## src/rtl/pipe_pkg.sv

```systemverilog
// -----------------------------------------------------------------------------
// pipe_pkg
//   Shared constants for the generic pipeline-stage register.
//   - OCC_EMPTY / OCC_ONE / OCC_FULL : encodings of the 2-bit occupancy output.
//   - FLUSH_INC_W                    : width of the per-cycle flush increment.
//   - flush_cnt_max()                : saturation point of a w-bit flush counter.
//   Stage-specific ctrl/data field offsets live in the per-stage packages.
// -----------------------------------------------------------------------------
package pipe_pkg;

  localparam logic [1:0] OCC_EMPTY = 2'd0;
  localparam logic [1:0] OCC_ONE   = 2'd1;
  localparam logic [1:0] OCC_FULL  = 2'd2;

  // At most main + skid + the incoming entry die in one flush (3), so 2 bits.
  localparam int FLUSH_INC_W = 2;

  // Saturation constant of a w-bit counter: 2**w - 1 (valid for w < 64).
  function automatic longint unsigned flush_cnt_max(input int unsigned w);
    return (64'd1 << w) - 64'd1;
  endfunction

endpackage

```

## src/rtl/pipe_slot.sv

```systemverilog
// -----------------------------------------------------------------------------
// pipe_slot
//   One storage slot of the pipeline-stage register: valid bit plus control
//   and data bundles. load has priority over clear; clear only drops valid so
//   the data bundle keeps its last value.
//   Ports:
//     clk, rst          rising-edge clock, synchronous active-high reset
//     load              capture ld_ctrl/ld_data and mark the slot valid
//     clear             mark the slot invalid (ignored when load is set)
//     ld_ctrl, ld_data  bundle to capture
//     valid, ctrl, data registered slot contents
// -----------------------------------------------------------------------------
module pipe_slot
  import pipe_pkg::*;
#(
  parameter int CTRL_W = 20,
  parameter int DATA_W = 256
) (
  input  logic              clk,
  input  logic              rst,
  input  logic              load,
  input  logic              clear,
  input  logic [CTRL_W-1:0] ld_ctrl,
  input  logic [DATA_W-1:0] ld_data,
  output logic              valid,
  output logic [CTRL_W-1:0] ctrl,
  output logic [DATA_W-1:0] data
);

  logic              valid_q, valid_d;
  logic [CTRL_W-1:0] ctrl_q,  ctrl_d;
  logic [DATA_W-1:0] data_q,  data_d;

  always_comb begin
    // NOTE: every always_comb output gets a default first so no path leaves it
    // unassigned; that is what keeps latches from being inferred.
    valid_d = valid_q;
    ctrl_d  = ctrl_q;
    data_d  = data_q;
    if (load) begin
      valid_d = 1'b1;
      ctrl_d  = ld_ctrl;
      data_d  = ld_data;
    end else if (clear) begin
      valid_d = 1'b0;
    end
  end

  always_ff @(posedge clk) begin
    // NOTE: the wide data bundle is reset too, because out_data must read 0
    // after reset; a plain storage array would normally be left unreset.
    if (rst) begin
      valid_q <= 1'b0;
      ctrl_q  <= '0;
      data_q  <= '0;
    end else begin
      // NOTE: non-blocking assignments in sequential blocks so every flop
      // samples pre-edge values regardless of statement order.
      valid_q <= valid_d;
      ctrl_q  <= ctrl_d;
      data_q  <= data_d;
    end
  end

  assign valid = valid_q;
  assign ctrl  = ctrl_q;
  assign data  = data_q;

endmodule

```

## src/rtl/pipe_stage_reg.sv

```systemverilog
// -----------------------------------------------------------------------------
// pipe_stage_reg
//   Generic pipeline-stage register with valid/ready handshake, optional
//   two-entry skid buffer, bubble (refuse upstream) and flush (squash all)
//   controls, and a saturating count of squashed valid entries.
//   Configuration macro: PIPE_SKID_EN
//     defined   : main + skid slot, in_ready independent of out_ready.
//     undefined : main slot only, in_ready = (!out_valid || out_ready) && !bubble.
//   Ports:
//     clk, rst              rising-edge clock, synchronous active-high reset
//     in_valid/in_ready     upstream handshake; in_ctrl/in_data upstream bundles
//     out_valid/out_ready   downstream handshake; out_ctrl (0 when !out_valid),
//                           out_data (holds last value when !out_valid)
//     bubble                refuse upstream this cycle; held entries still drain
//     flush                 kill held entries and this cycle's input
//     occ                   entries held (0..2)
//     flush_cnt             saturating count of valid entries killed by flush
// -----------------------------------------------------------------------------
module pipe_stage_reg
  import pipe_pkg::*;
#(
  parameter int CTRL_W = 20,
  parameter int DATA_W = 256,
  parameter int CNT_W  = 16
) (
  input  logic              clk,
  input  logic              rst,
  input  logic              in_valid,
  output logic              in_ready,
  input  logic [CTRL_W-1:0] in_ctrl,
  input  logic [DATA_W-1:0] in_data,
  output logic              out_valid,
  input  logic              out_ready,
  output logic [CTRL_W-1:0] out_ctrl,
  output logic [DATA_W-1:0] out_data,
  input  logic              bubble,
  input  logic              flush,
  output logic [1:0]        occ,
  output logic [CNT_W-1:0]  flush_cnt
);

  localparam logic [CNT_W-1:0] CNT_MAX = CNT_W'(flush_cnt_max(CNT_W));

  logic              main_valid;
  logic [CTRL_W-1:0] main_ctrl;
  logic [DATA_W-1:0] main_data;
  logic              main_load, main_clear;
  logic [CTRL_W-1:0] main_ld_ctrl;
  logic [DATA_W-1:0] main_ld_data;

  logic accept;
  logic pop;
  logic in_take;    // upstream offered and we were ready, ignoring flush
  logic main_kill;  // main holds an entry that flush destroys (not popped)
  logic skid_kill;

  assign pop     = main_valid && out_ready;
  assign in_take = in_valid && in_ready;
  assign accept  = in_take && !flush;

  // A head popped in the flush cycle reached downstream, so it is not a kill.
  assign main_kill = main_valid && !out_ready;

`ifdef PIPE_SKID_EN

  logic              skid_valid;
  logic [CTRL_W-1:0] skid_ctrl;
  logic [DATA_W-1:0] skid_data;
  logic              skid_load, skid_clear;
  logic              main_from_skid;

  // Ready only looks at local state, so there is no path from out_ready.
  assign in_ready  = !skid_valid && !bubble;
  assign skid_kill = skid_valid;

  always_comb begin
    main_load      = 1'b0;
    main_clear     = 1'b0;
    main_from_skid = 1'b0;
    skid_load      = 1'b0;
    skid_clear     = 1'b0;
    if (flush) begin
      main_clear = 1'b1;
      skid_clear = 1'b1;
    end else if (pop && skid_valid) begin
      // Skid refills the head. in_ready is low whenever skid is valid, so no
      // accept can coincide with this move.
      main_load      = 1'b1;
      main_from_skid = 1'b1;
      skid_clear     = 1'b1;
    end else if (accept) begin
      if (!main_valid || pop) main_load = 1'b1;
      else                    skid_load = 1'b1;
    end else if (pop) begin
      main_clear = 1'b1;
    end
  end

  assign main_ld_ctrl = main_from_skid ? skid_ctrl : in_ctrl;
  assign main_ld_data = main_from_skid ? skid_data : in_data;

  pipe_slot #(
    .CTRL_W (CTRL_W),
    .DATA_W (DATA_W)
  ) u_skid (
    .clk     (clk),
    .rst     (rst),
    .load    (skid_load),
    .clear   (skid_clear),
    .ld_ctrl (in_ctrl),
    .ld_data (in_data),
    .valid   (skid_valid),
    .ctrl    (skid_ctrl),
    .data    (skid_data)
  );

  assign occ = skid_valid ? OCC_FULL : (main_valid ? OCC_ONE : OCC_EMPTY);

`else

  // Single slot: a full stage can only accept when the head leaves this cycle.
  assign in_ready  = (!main_valid || out_ready) && !bubble;
  assign skid_kill = 1'b0;

  always_comb begin
    main_load  = 1'b0;
    main_clear = 1'b0;
    if (flush)       main_clear = 1'b1;
    else if (accept) main_load  = 1'b1;
    else if (pop)    main_clear = 1'b1;
  end

  assign main_ld_ctrl = in_ctrl;
  assign main_ld_data = in_data;

  assign occ = main_valid ? OCC_ONE : OCC_EMPTY;

`endif

  pipe_slot #(
    .CTRL_W (CTRL_W),
    .DATA_W (DATA_W)
  ) u_main (
    .clk     (clk),
    .rst     (rst),
    .load    (main_load),
    .clear   (main_clear),
    .ld_ctrl (main_ld_ctrl),
    .ld_data (main_ld_data),
    .valid   (main_valid),
    .ctrl    (main_ctrl),
    .data    (main_data)
  );

  assign out_valid = main_valid;
  assign out_ctrl  = main_valid ? main_ctrl : '0;
  assign out_data  = main_data;

  // ---------------------------------------------------------------------------
  // Saturating flush counter
  // ---------------------------------------------------------------------------
  logic [FLUSH_INC_W-1:0] flush_inc;
  logic [CNT_W+1:0]       cnt_sum;   // two spare bits so +3 never wraps
  logic [CNT_W-1:0]       flush_cnt_q, flush_cnt_d;

  always_comb begin
    flush_inc   = '0;
    if (flush) begin
      flush_inc = FLUSH_INC_W'({1'b0, main_kill}) + FLUSH_INC_W'({1'b0, skid_kill})
                + FLUSH_INC_W'({1'b0, in_take});
    end
    cnt_sum     = {2'b00, flush_cnt_q} + (CNT_W+2)'(flush_inc);
    flush_cnt_d = (cnt_sum > {2'b00, CNT_MAX}) ? CNT_MAX : cnt_sum[CNT_W-1:0];
  end

  always_ff @(posedge clk) begin
    if (rst) flush_cnt_q <= '0;
    else     flush_cnt_q <= flush_cnt_d;
  end

  assign flush_cnt = flush_cnt_q;

endmodule

```

## config.mk

```make
export PLATFORM = sky130hd
export DESIGN_NAME = pipe_stage_reg
export DESIGN_NICKNAME = d
export VERILOG_FILES = /design/src/rtl/pipe_pkg.sv /design/src/rtl/pipe_slot.sv /design/src/rtl/pipe_stage_reg.sv
export SDC_FILE = /design/constraint.sdc
export NUM_CORES = 1
export LEC_CHECK = 0
export CAP_MARGIN = 20
export CORE_AREA = 2 2 225 227
export DETAILED_ROUTE_END_ITERATION = 10
export DIE_AREA = 0 0 227 229
export PLACE_DENSITY = 0.46
export SYNTH_ARGS = -nofsm -noshare
export SYNTH_HDL_FRONTEND = slang
export SYNTH_SLANG_ARGS = --single-unit
```

## constraint.sdc

```tcl
create_clock -name clk -period 4.2 [get_ports clk]
set_clock_uncertainty 0.05 [all_clocks]
set_input_delay 1.26 -clock clk [delete_from_list [all_inputs] [get_ports clk]]
set_output_delay 1.26 -clock clk [all_outputs]
set_load 0.02 [all_outputs]
```

After elaboration in Yosys (flattened, before gate mapping)
Index checks and enable logic that the tools add are counted.
Word-level totals
  memories kept: 0
  output and inout port bits: 296
  logic and storage cells: 29
  latch bits: 0
  memory bits (read-only): 0
  memory bits (writable): 0
  register bits after elaboration: 293
  input port bits: 282
Cells by class
  magnitude comparators: 1
  bitwise logic cells: 0
  equality and inequality tests: 0
  $add $sub $neg: 2
  mux-type cells: 11
  multipliers: 0
  reduce and logical (&&, ||, !) cells: 11
  divide/modulo/power cells: 0
  shift-type cells: 0
Operators by type and width (count)
  $mux W20: 1
  $add A16 B2 Y17: 1
  $gt A17 B16 Y1 const B: 1
  $mux W16: 1
  $mux W1: 8
  $logic_and A1 B1 Y1: 5
  $logic_not A1 Y1: 4
  $add A1 B1 Y2: 1
  $mux W2: 1
  $reduce_bool A2 Y1: 1
  $logic_or A1 B1 Y1: 1

Depth between registers and ports, before layout
  depth in word-level cells: 9
  mapped depth: 12
  gate-level depth less buffers: 10

Modules after synthesis
A second synthesis with hierarchy kept.
Second synthesis, totals
  cells, all modules: 1010
  area, all modules: 10930.5 sq um
By module, submodules not included
  pipe_slot: area an instance 9925.8 sq um, cells an instance 894, times used 1
  pipe_stage_reg: area an instance 1004.7 sq um, cells an instance 116, times used 1

Worst setup path before layout
Ideal clock, no wire load.
  path kind: input to register
  from: input port out_ready
  to: register flush_cnt_q[1] (netlist: flush_cnt[1])
  arrival time: 3.255 ns
  path slack: 0.826 ns
  library setup time: 0.069 ns
  stages: 12
  cell sequence: nor2b_1 buf_6 nor2_1 ha_1 and2_1 ha_1 fa_1 inv_1 nor4_4 nand4_1 buf_4 a21oi_2
On the way
  longest elaborated chain between the ends: 8
  elaborated cells on any way between the ends: 10
RTL lines
  from (decl): RTL line pipe_stage_reg.sv:33  | input logic out_ready,
  $logic_or A1 B1 Y1: RTL line pipe_stage_reg.sv:122  | assign in_ready = (!main_valid || out_ready) && !bubble;
  $logic_and A1 B1 Y1: RTL line pipe_stage_reg.sv:122
  $logic_and A1 B1 Y1: RTL line pipe_stage_reg.sv:58  | assign in_take = in_valid && in_ready;
  $add A1 B1 Y2 *: RTL line pipe_stage_reg.sv:170  | + FLUSH_INC_W'({1'b0, in_take});
  $mux W2 *: RTL line pipe_stage_reg.sv:168  | if (flush) begin
  $add A16 B2 Y17 *: RTL line pipe_stage_reg.sv:172  | cnt_sum = {2'b00, flush_cnt_q} + (CNT_W+2)'(flush_inc);
  $gt A17 B16 Y1: RTL line pipe_stage_reg.sv:173  | flush_cnt_d = (cnt_sum > {2'b00, CNT_MAX}) ? CNT_MAX : cnt_sum[CNT_W-1:0];
  $mux W16 *: RTL line pipe_stage_reg.sv:173
  to (signal assigned): RTL line pipe_stage_reg.sv:178  | else flush_cnt_q <= flush_cnt_d;
  to (decl): RTL line pipe_stage_reg.sv:164  | logic [CNT_W-1:0] flush_cnt_q, flush_cnt_d;
Mark *: on every way between the ends. The rest lies on a longest branch, timed or not.
A chain may end at the register's enable or synchronous reset.

Worst setup path after layout
  from: input port out_ready
  to: output port in_ready
On the way
  longest elaborated chain between the ends: 2
RTL lines
  $logic_or A1 B1 Y1: RTL line pipe_stage_reg.sv:122
  $logic_and A1 B1 Y1: RTL line pipe_stage_reg.sv:122
  to (decl): RTL line pipe_stage_reg.sv:29  | output logic in_ready,
Every way passes these cells.

==> flow_summary.json <==
{
  "status": "completed",
  "grt_max_degree": 121,
  "min_period_ns": 3.843,
  "post_drt_via_cell_ratio": 4.155,
  "avgSynthCellArea_sq_um": 8.092,
  "die_area_sq_um": 51980,
  "cp_max_fo": 3,
  "cp-endpoint": "in_ready",
  "die_w_microns": 227,
  "cp.arrival_ns": 2.53,
  "drt-total-wl_microns": 41890,
  "critPathSlowestCell": "clkdlybuf4s50_1",
  "hold_path.class": "reg -> reg",
  "grt-ovfl-total": 0,
  "max-vdd-ir-drop_v": 0.0003422,
  "r2r-end": "flush_cnt[0]",
  "place_ws_ns": 0.2133,
  "yosys.cell_types.count": 35,
  "drc": 0,
  "grt_first_pass_wirelength_microns": 62710,
  "portBuffers": 576,
  "start_util_pct": 21.41,
  "worstSetupPathType": "in -> out",
  "cts_made_buffers": 37,
  "finalCritPeriodShare_pct": 91.50,
  "maxCapViolCount": 0,
  "dp_cells": 2489,
  "rsz0062_at_grt": "false",
  "cp_common_cell": "clkdlybuf4s50_1",
  "syn-num-nets": 1600,
  "first_global_vias": 10538,
  "relSlewSlack_pct": 47.73,
  "ff2ff_path_depth": 12,
  "endpoint_kind": "output port",
  "h-tree-depth": 2,
  "final_nets": 2142,
  "ctsResizeCount": 0,
  "worst_pin_slew_ns": 0.7840,
  "coreArea_sq_um": 49660,
  "row_count": 82,
  "dr_total_vias": 10621,
  "ys_ff_latch": 293,
  "clock_path_buffers": 3,
  "synth_top_area_share_pct": 55.17,
  "hp-start": "u_main.ctrl[5]",
  "clock_sinks": 293,
  "drtIter0Drc": 447,
  "cp-startpoint": "out_ready",
  "clkTransAtPathRegs_ns": 0.05,
  "global_route.usage.total_pct": 15.50,
  "cp-start-kind": "input pin",
  "die_h_microns": 229,
  "timing.rr.start": "u_main.valid",
  "fmax_mhz": 260.2,
  "yosysSeqAreaShare_pct": 55.17,
  "total_leakage_power_nw": 6.288,
  "ant_nets": 0,
  "r2r_slack_ns": 1.26,
  "fin_cells": 2556,
  "drive_gt1_share_pct": 4.894,
  "ys_warn_count": 0,
  "fillers": 5269,
  "setup_viol": 0,
  "crit_path_cell_trace": "clkdlybuf4s50_1 > nor2b_1 > nor2_1 > clkdlybuf4s50_1",
  "cts_root_buffer": "clkbuf_16",
  "slew_violations": 0,
  "clk_latency_ns": 0.52,
  "area_growth_pct": 70.33,
  "ctsHoldBuffers": 0,
  "ios": 578,
  "cts_tree": "done",
  "fin_ws_ns": 0.3571,
  "power.density_nw_per_um2": 380.1,
  "wl_per_cell_microns": 16.39,
  "critPathMaxStageDelay_ns": 0.54,
  "antenna_found_initial": 4,
  "synthesis.area_sq_um": 10630,
  "dr.pass1.iters": 4,
  "place_congestion": 0.7858,
  "cts_setup_buffers": 0,
  "critPathRequiredTime_ns": 2.89,
  "synth_area_leaders": "dfxtp_1, nand2_1, a21oi_1",
  "dp_hpwl_microns": 29770,
  "hold_viol": 0,
  "synth_top_area_cell": "dfxtp_1",
  "setup-tns-final_ns": 0,
  "synthCells": 1314
}
[placed cells by master (no fill, tap or decap), drive strengths merged, types with 2 or more instances in the layout]
cell type and n:
nor2b 2, nand3 4, clkinv 5, ha 3
xnor2 3, nor3 5, and4 2, clkbuf 53
nor2 4, diode 4, a31oi 2, bufinv 3
inv 4, xor2 5, buf 29, clkdlybuf4s50 575
nand4 5, and2 22, nand2 554, a211oi 2
a21oi 290, o21ai 2, dfxtp 293, nor4 2
[cell families after synthesis]
family / Yosys count / share of synthesized area [%]
buf+inv: 104 / 6.119
other cells: 1 / 0.03527
xor+xnor: 8 / 0.6590
compound gates: 299 / 14.47
fa+ha+maj: 4 / 0.5413
mux: 1 / 0.09414
simple gates: 604 / 22.91
flops: 293 / 55.17
[power breakdown]
part	leakage (nW)	internal (mW)	total, mW	switching (mW)
Sequential	2.38	2.87	2.91	0.0429
Clock	0.582	1.93	3.16	1.23
Combinational	3.33	0.439	0.808	0.369
[layer usage]
layer / global-route usage [%] / wire length [microns]
met5: 0 / 13
met2: 26.69 / 20100
met3: 5.003 / 3601
met4: 6.352 / 1331
met1: 17.56 / 16840
[worst min-delay path by stage]
stage                      end  slack, ns  depth (start not counted)
6_report        u_main.ctrl[5]       0.40                          2
5_1_grt        u_main.data[52]       0.42                          2
4_1_cts        u_main.ctrl[15]       0.40                          2
3_5_place_dp   u_main.ctrl[15]       0.39                          2
3_3_place_gp    u_main.ctrl[5]       0.39                          2
2_1_floorplan   u_main.ctrl[0]       0.38                          2
[per-stage QoR]
| stage | util, % | instance area [sq um] | hold slack, ns | total power [mW] |
|---|---|---|---|---|
| global placement | 34.05 | 16910 | 0.3891 | 3.784 |
| CTS | 36.45 | 18100 | 0.3995 | 7.019 |
| detailed placement | 34.05 | 16910 | 0.3919 | 3.789 |
| finish | 36.47 | 18110 | 0.3965 | 6.883 |
| global route | 36.47 | 18110 | 0.4193 | 7.183 |
| floorplan | - | 10630 | 0.3817 | 3.286 |
[registers in the layout (all words and copies together), names as in the netlist]
name	flops
u_main.ctrl	20
u_main.data	256
flush_cnt	16
u_main.valid	1
[synth_stat cells]
| cell | count |
|---|---|
| nand2_1 | 554 |
| dfxtp_1 | 293 |
| a21oi_1 | 284 |
| clkbuf_1 | 39 |
| buf_2 | 31 |
| buf_6 | 28 |
| and2_1 | 22 |
| a21oi_2 | 6 |
| xor2_1 | 5 |
| nand3_1 | 4 |
| nand4_1 | 4 |
| nor2_1 | 4 |
| nor3_1 | 4 |
| buf_4 | 3 |
| ha_1 | 3 |
| inv_1 | 3 |
| xnor2_1 | 3 |
| a211oi_1 | 2 |
| a31oi_1 | 2 |
| and4_1 | 2 |
| nor2b_1 | 2 |
| nor4_4 | 2 |
| o21ai_0 | 2 |
| a21o_1 | 1 |
| a41o_1 | 1 |
| and3_1 | 1 |
| and4b_1 | 1 |
| conb_1 | 1 |
| fa_1 | 1 |
| mux2i_1 | 1 |
| nand2b_1 | 1 |
| nand4_4 | 1 |
| nor3_4 | 1 |
| o211a_1 | 1 |
| or3_1 | 1 |
[final cells by class]
| type | count | area, sq um | share of cell area (%) |
|---|---|---|---|
| Tap cell | 672 | 840.8 | 4.642 |
| Timing Repair Buffer | 604 | 6068 | 33.51 |
| Clock inverter | 10 | 135.1 | 0.7461 |
| Inverter | 3 | 11.26 | 0.06218 |
| Clock buffer | 53 | 1059 | 5.845 |
| Antenna cell | 4 | 10.01 | 0.05527 |
| Sequential cell | 293 | 5866 | 32.39 |
| Multi-Input combinational cell | 917 | 4121 | 22.76 |
[critical path: cells and delay by family]
family | cells | cell delay [ns]
and+or+nand+nor | 2 | 0.33
buffers and inverters | 2 | 0.94
Note: power is estimated with default switching activity, not from simulation.
